## src/rtl/ni_axis_arb_pkg.sv

```systemverilog
// Shared types and constants for the packet-granular AXI4-Stream arbiter.
package ni_axis_arb_pkg;

  typedef enum logic {
    ARB_IDLE   = 1'b0,
    ARB_LOCKED = 1'b1
  } arb_state_t;

  localparam int PKT_COUNT_WIDTH = 16;

endpackage

```

## src/rtl/ni_rr_pick.sv

```systemverilog
// Combinational round-robin selector: first asserted request scanning upward
// from (last_grant+1) mod NUM_INPUTS.
module ni_rr_pick #(
  parameter int NUM_INPUTS = 4,
  parameter int IDX_WIDTH  = $clog2(NUM_INPUTS)
) (
  input  logic [NUM_INPUTS-1:0] req,
  input  logic [IDX_WIDTH-1:0]  last_grant,
  output logic                  any_req,
  output logic [IDX_WIDTH-1:0]  winner
);

  logic [IDX_WIDTH-1:0] idx;

  // Walk offsets from farthest to nearest so the closest requester wins last.
  always_comb begin
    any_req = |req;
    winner  = last_grant;
    idx     = '0;
    for (int unsigned k = 0; k < NUM_INPUTS; k++) begin
      idx = IDX_WIDTH'((32'(last_grant) + (NUM_INPUTS - k)) % NUM_INPUTS);
      if (req[idx]) winner = idx;
    end
  end

endmodule

```

## src/rtl/ni_axis_packet_arbiter.sv

```systemverilog
// Packet-granular round-robin AXI4-Stream arbiter with registered output.
// Optional per-source packet counters enabled by NI_AXIS_ARB_PKT_COUNT_EN.
module ni_axis_packet_arbiter
  import ni_axis_arb_pkg::*;
#(
  parameter int NUM_INPUTS = 4,
  parameter int DATA_WIDTH = 64,
  parameter int DEST_WIDTH = 8,
  parameter int ID_WIDTH   = 4
) (
  input  logic                             aclk,
  input  logic                             aresetn,
  input  logic [NUM_INPUTS-1:0]            s_axis_tvalid,
  output logic [NUM_INPUTS-1:0]            s_axis_tready,
  input  logic [NUM_INPUTS*DATA_WIDTH-1:0] s_axis_tdata,
  input  logic [NUM_INPUTS*DEST_WIDTH-1:0] s_axis_tdest,
  input  logic [NUM_INPUTS-1:0]            s_axis_tlast,
  output logic                             m_axis_tvalid,
  input  logic                             m_axis_tready,
  output logic [DATA_WIDTH-1:0]            m_axis_tdata,
  output logic [DEST_WIDTH-1:0]            m_axis_tdest,
  output logic [ID_WIDTH-1:0]              m_axis_tid,
  output logic                             m_axis_tlast
`ifdef NI_AXIS_ARB_PKT_COUNT_EN
  ,
  output logic [NUM_INPUTS*PKT_COUNT_WIDTH-1:0] pkt_count
`endif
);

  localparam int IDX_WIDTH = $clog2(NUM_INPUTS);

  arb_state_t           state;
  logic [IDX_WIDTH-1:0] grant;
  logic [IDX_WIDTH-1:0] last_grant;
  logic [IDX_WIDTH-1:0] winner;
  logic                 any_req;
  logic                 out_ready;
  logic                 accept;
  logic                 sel_last;

  ni_rr_pick #(
    .NUM_INPUTS (NUM_INPUTS),
    .IDX_WIDTH  (IDX_WIDTH)
  ) u_pick (
    .req        (s_axis_tvalid),
    .last_grant (last_grant),
    .any_req    (any_req),
    .winner     (winner)
  );

  assign out_ready = !m_axis_tvalid || m_axis_tready;
  assign accept    = (state == ARB_LOCKED) && s_axis_tvalid[grant] && out_ready;
  assign sel_last  = s_axis_tlast[grant];

  always_comb begin
    s_axis_tready = '0;
    if (state == ARB_LOCKED) s_axis_tready[grant] = out_ready;
  end

  always_ff @(posedge aclk or negedge aresetn) begin
    if (!aresetn) begin
      state      <= ARB_IDLE;
      grant      <= '0;
      last_grant <= IDX_WIDTH'(NUM_INPUTS - 1);
    end else begin
      case (state)
        ARB_IDLE: begin
          if (any_req) begin
            grant      <= winner;
            last_grant <= winner;
            state      <= ARB_LOCKED;
          end
        end
        ARB_LOCKED: begin
          if (accept && sel_last) state <= ARB_IDLE;
        end
        default: state <= ARB_IDLE;
      endcase
    end
  end

  always_ff @(posedge aclk or negedge aresetn) begin
    if (!aresetn) begin
      m_axis_tvalid <= 1'b0;
      m_axis_tdata  <= '0;
      m_axis_tdest  <= '0;
      m_axis_tid    <= '0;
      m_axis_tlast  <= 1'b0;
    end else if (accept) begin
      m_axis_tvalid <= 1'b1;
      m_axis_tdata  <= s_axis_tdata[grant*DATA_WIDTH +: DATA_WIDTH];
      m_axis_tdest  <= s_axis_tdest[grant*DEST_WIDTH +: DEST_WIDTH];
      m_axis_tid    <= ID_WIDTH'(grant);
      m_axis_tlast  <= sel_last;
    end else if (m_axis_tready) begin
      m_axis_tvalid <= 1'b0;
    end
  end

`ifdef NI_AXIS_ARB_PKT_COUNT_EN
  always_ff @(posedge aclk or negedge aresetn) begin
    if (!aresetn) begin
      pkt_count <= '0;
    end else if (accept && sel_last) begin
      for (int unsigned i = 0; i < NUM_INPUTS; i++) begin
        if (grant == IDX_WIDTH'(i))
          pkt_count[i*PKT_COUNT_WIDTH +: PKT_COUNT_WIDTH] <=
            pkt_count[i*PKT_COUNT_WIDTH +: PKT_COUNT_WIDTH] + 1'b1;
      end
    end
  end
`endif

endmodule

```

## config.mk

```make
export PLATFORM = sky130hd
export DESIGN_NAME = ni_axis_packet_arbiter
export DESIGN_NICKNAME = d
export VERILOG_FILES = /design/src/rtl/ni_axis_arb_pkg.sv /design/src/rtl/ni_rr_pick.sv /design/src/rtl/ni_axis_packet_arbiter.sv
export SDC_FILE = /design/constraint.sdc
export NUM_CORES = 1
export LEC_CHECK = 0
export BUFFER_PORTS_ARGS = -buffer_cell sky130_fd_sc_hd__buf_4
export CELL_PAD_IN_SITES_DETAIL_PLACEMENT = 0
export CELL_PAD_IN_SITES_GLOBAL_PLACEMENT = 2
export CORE_MARGIN = 2
export CORE_UTILIZATION = 24
export DETAILED_ROUTE_END_ITERATION = 8
export HOLD_SLACK_MARGIN = 0.02
export PLACE_DENSITY = 0.83
export RECOVER_POWER = 50
export SLEW_MARGIN = 20
export SYNTH_ARGS = -nofsm -noshare
export SYNTH_HDL_FRONTEND = slang
export SYNTH_SLANG_ARGS = --single-unit
```

## constraint.sdc

```tcl
create_clock -name aclk -period 2.16 [get_ports aclk]
set_input_delay 0.216 -clock aclk [delete_from_list [all_inputs] [get_ports aclk]]
set_output_delay 0.216 -clock aclk [all_outputs]
set_load 0.02 [all_outputs]
```

==> run metrics, run 1 <==
status complete, no violations; total CTS buffers 9; fill count slightly above 2000; synth unique cells 29; gr ovfl total 0; Synth Area in Compound Gates 0.0196; GRT Util Overall 0.161; post-synthesis mux area share 0.500; post-DP HPWL 14800 µm; worst clock skew between 7 and 8 ps; CP max stage cell mux4_2; arrival time worst endpoint about 2200 ps; clock period minus worst slack 1970 ps; Post-CTS Setup Inserts 0; Peak VDD IR ~0.83 mV; actual transition at the worst max-transition pin 1210 ps; Critical Path RT between 2000 and 2500 ps; commonest non-fill, non-tap cell in the layout buf_4; worst skew pair latency ~340 ps; Final Setup Violations 0; HP Class in -> reg; Initial Util 0.245; crit path cell chain mux4_2 > nand3_4 > buf_12 > mux2_2; Max Cap Viol 0; Slew HR 0.192; Adder-Cell Fraction of Synth Area 0; Max Fclk approximately 0.51 GHz; clock-pin slew on the worst setup and hold paths 60 ps; via count approximately 4400; synthesized area between 0.004 and 0.005 mm²; xor and xnor area share after synthesis 0; Design Area, Final 0.00814 mm²; WL met3 1180 µm; io pins roughly 380; CP Capture Type flop; drt drc 0; die width 148 µm; starting DRC count in detailed routing 100; first-pass GRT wire length ~27000 µm; crit path max fanout 33; CP top delay family multiplexers; vias per cell roughly 4.6; Top Metal Used met4; critical path type reg -> reg; power per standard cell area about 1300 mW/mm²; CORE AREA 0.0203 mm²; Setup crit start kind flop; Final period util 0.911; Post-Synth Simple-Gate Area 0.0299; CTS tree done; Final Wtd Congestion 0.875; Crit path buffers/inverters 1; clk sinks 81; PostCTS Resize Cnt 0; Max clock buf depth 2; Layout area overhead 63.7%; area of the die 0.0219 mm²; LEAKAGE around 3.6 nW; placed cell area 0.00809 mm²; Pre-antenna DRT Iters 4; largest family of logic cells by synthesized area multiplexers; Final nets between 900 and 1000; wire per inst 18.9 µm; ANT nets after route 0; most frequent cells in the layout 301 x buf_4, 77 x clkbuf_1, 77 x dfrtp_1; IO Port Bufs 378; Synth Area per Inst 16.1 µm²; vias in the first global route 4850; Worst path max stage delay 560 ps; largest net degree at the start of global routing between 70 and 80; Yosys warnings 0; Post-Route WL 18000 µm; #FFs+latches synth a little over 80; met2 wire len 9600 µm; post-synthesis sequential area ratio 0.408; Post-CTS Hold Buffers 1; antenna fix cells 0; Fin. Hold Viols 0; final slew viol count 0; layout cells sized above 1 0.643; RSZ-0062 raised after global routing no; chip height 148 µm; row count 52; Root Buffer clkbuf_16; Mapped Cells 309; initial antenna violation count 0; Met1 Wirelength 6840 µm; H-tree depth 3; Final TNS setup 0 ps
## worst register-to-register path, cell delays in order, from the launching register on
cell,delay [ps]
dfrtp_4,440
mux4_2,560
nand3_4,220
buf_12,240
mux2_2,390
## synth_stat cells
library cell / n / area (µm²)
dfstp_2: 2 / 52.6
mux2_1: 36 / 405
nand3_2: 1 / 10.0
a21o_1: 2 / 15.0
o21a_1: 1 / 7.51
nand4_1: 1 / 6.26
buf_8: 3 / 45.0
inv_1: 2 / 7.51
nor4_1: 1 / 6.26
nand3_1: 2 / 10.0
conb_1: 1 / 3.75
o31ai_1: 1 / 7.51
nor2_1: 5 / 18.8
o21ai_0: 7 / 35.0
mux4_2: 74 / 1670
buf_6: 3 / 33.8
mux2i_1: 1 / 10.0
mux2_2: 36 / 405
buf_2: 10 / 50.1
a31oi_1: 2 / 12.5
nand2b_1: 5 / 31.3
nand2_1: 12 / 45.0
nor2b_1: 1 / 6.26
nor3_1: 3 / 15.0
buf_4: 5 / 37.5
clkbuf_1: 8 / 30.0
a21oi_1: 4 / 20.0
dfrtp_1: 79 / 1980
buf_1: 1 / 3.75
## stage by stage
| stage | cells | setup slack (ps) | utilization | power (mW) | hold WS, ps |
|---|---|---|---|---|---|
| global placement | 934 | 244 | 0.398 | 9.54 | 247 |
| detailed placement | 934 | 193 | 0.398 | 9.68 | 269 |
| finish | 951 | 191 | 0.401 | 10.5 | 230 |
| floorplan | 310 | 350 | - | 7.16 | -79.6 |
| CTS | 951 | 175 | 0.415 | 11.4 | 209 |
| global route | 951 | 117 | 0.401 | 11.3 | 233 |
## layout make-up
cell class	instances	area, µm²	share of cell area
multi-input combinational	197	2750	0.338
timing repair buffer	385	2680	0.329
sequential	81	2040	0.250
tap	270	338	0.0415
clock buffer	12	256	0.0315
clock inverter	4	75.1	0.00922
inverter	2	7.51	0.000922
## power by group
part,leakage (nW),internal (mW),total (mW),switching (mW)
combinational,2.47,2.94,6.06,3.12
clock,0.155,1.08,1.67,0.595
sequential,0.948,2.36,2.82,0.455
total,3.58,6.38,10.5,4.17
## registers in the layout, summed over array words and instances, names as in the netlist
name           cells
m_axis_tdest       8
m_axis_tid         2
state              1
m_axis_tvalid      1
m_axis_tlast       1
grant              2
m_axis_tdata      64
last_grant         2
## logic make-up after synthesis
| group | Yosys count |
|---|---|
| compound gates | 17 |
| buf+inv | 32 |
| flops | 81 |
| mux | 147 |
| other cells | 1 |
| simple gates | 31 |
## path summary, 6_finish.rpt
kind,startpoint,end,slack (ps),cells past startpoint
max in group asynchronous,aresetn,grant[0],600,2
min in group asynchronous,aresetn,m_axis_tdata[12],670,2
min,s_axis_tvalid[2],last_grant[0],230,4
min reg2reg,m_axis_tlast,m_axis_tlast,480,2
max,grant[1],m_axis_tdata[12],190,4
max reg2reg,grant[1],m_axis_tdata[12],190,4
## metal layers
layer  global-route usage  vias up
li1                     -     1964
met1                0.185     2209
met2                0.293      182
met3               0.0407       25
met4               0.0529        0
met5                    0        -
Power figures use the tool's default switching activity.
==> inputs of run 2 (changes only) <==
Settings changed: RECOVER_POWER 50 to 25.
==> run metrics, run 2 (synthesis results as in run 1) <==
Max Cap Viol 0; worst skew pair latency 340 ps; Pre-antenna DRT Iters 4; post-DP HPWL 14800 µm; biggest regs m_axis_tdata x64, m_axis_tdest x8; Peak VDD IR 0.836 mV; Biggest register m_axis_tdata; sequential share of power 0.257; HP Class in -> reg; Final nets slightly below 1000; vias in the first global route around 4900; Power, Total around 11 mW; P_int 6.85 mW; Layout area overhead 68.1%; Max clock buf depth 2; total CTS buffers 9; commonest non-fill, non-tap cell in the layout buf_4; chip height 148 µm; dpl cells slightly above 900; Final Wtd Congestion 0.875; CTS tree done; met2 wire len 9630 µm; max reg flops 64; non-filler cells in the finished layout 951; row count 52; Initial Util 0.245; drt drc 0; Final Setup Violations 0; clock-pin slew on the worst setup and hold paths 60 ps; Root Buffer clkbuf_16; ANT nets after route 0; vias per cell 4.62; final slew viol count 0; antenna fix cells 0; LEAKAGE 3.79 nW; sw power 4.18 mW; IO Port Bufs 378; fill count 1968; clk sinks between 80 and 90; CORE AREA about 0.020 mm²; gr ovfl total 0; Setup crit start kind flop; Final period util 0.912; largest net degree at the start of global routing between 70 and 80; area of the die 0.0219 mm²; placed cell area approximately 0.008 mm²; H-tree depth 3; Met1 Wirelength 6790 µm; Slew HR 0.193; layout cells sized above 1 0.730; wire per inst 18.9 µm; PostCTS Resize Cnt 0; critical path type reg -> reg; power per standard cell area 1320 mW/mm²; power share of the clock group 0.152; Final TNS setup 0 ps; via count 4391; io pins 381; first-pass GRT wire length ~27000 µm; crit path max fanout 33; die width 148 µm; arrival time worst endpoint 2190 ps; GRT Util Overall 0.161; sw frac 0.379; Critical Path RT about 2400 ps; Comb power frac 0.592; Max Fclk 0.507 GHz; Top Metal Used met4; CP Capture Type flop; clock period minus worst slack 1970 ps; most frequent cells in the layout 360 x buf_4, 77 x dfrtp_1, 74 x mux4_2; actual transition at the worst max-transition pin roughly 1200 ps; Post-Route WL 18000 µm; status complete, no violations; Fin. Hold Viols 0; worst clock skew 8.08 ps; starting DRC count in detailed routing approximately 120; initial antenna violation count 0; Design Area, Final 0.00836 mm²; RSZ-0062 raised after global routing no; WL met3 roughly 1200 µm
run 2: changes by cell type in the layout (fill, tap and decap cells not counted), sizes merged:
cell	previous run	this run
buf	307	366
clkbuf	89	30
run 2: metal layers:
layer  GRT usage  up-vias
met3      0.0407       23
met2       0.293      179
met5           0        -
met1       0.185     2224
li1            -     1965
met4      0.0529        0
run 2: cell type report:
type | instances | area (µm²) | share of cell area
timing repair buffer | 385 | 2900 | 0.347
clock inverter | 4 | 75.1 | 0.00898
clock buffer | 12 | 256 | 0.0307
sequential | 81 | 2040 | 0.244
tap | 270 | 338 | 0.0404
multi-input combinational | 197 | 2750 | 0.329
inverter | 2 | 7.51 | 0.000898
run 2: final timing paths:
check | startpoint | end | slack (ps) | depth (start not counted)
max in group asynchronous | aresetn | grant[0] | 600 | 2
setup / recovery | grant[1] | m_axis_tdata[12] | 190 | 4
hold reg to reg | m_axis_tlast | m_axis_tlast | 480 | 2
hold / removal | s_axis_tvalid[2] | last_grant[0] | 230 | 4
min in group asynchronous | aresetn | m_axis_tdata[12] | 670 | 2
setup reg to reg | grant[1] | m_axis_tdata[12] | 190 | 4
run 2: worst max-delay path, stage by stage, from the launching register on:
cell,delay (ps)
dfrtp_4,440
mux4_2,560
nand3_4,220
buf_12,240
mux2_2,360
run 2: power by group through the flow:
| stage | Sequential (mW) | Combinational, mW | Clock [mW] |
|---|---|---|---|
| final | 2.83 | 6.52 | 1.67 |
| after CTS | 2.84 | 6.83 | 1.74 |
| after global placement | 2.83 | 6.70 | 0 |
| after detailed placement | 2.86 | 6.81 | 0 |
| after floorplan | 3.63 | 3.53 | 0 |
| after global routing | 2.94 | 7.01 | 1.80 |
run 2: stage by stage:
stage / setup WS (ps) / hold slack (ps) / utilization
floorplan: 350 / -79.6 / -
finish: 189 / 229 / 0.412
global placement: 244 / 247 / 0.398
detailed placement: 193 / 269 / 0.398
global route: 117 / 233 / 0.412
CTS: 175 / 209 / 0.415
run 2: timing repair:
item | in CTS | in global routing
endpoints found under the hold margin | 41 | 0
hold buffers | 1 | 0
setup buffers | 0 | 0
endpoints found under the setup margin | 0 | 0
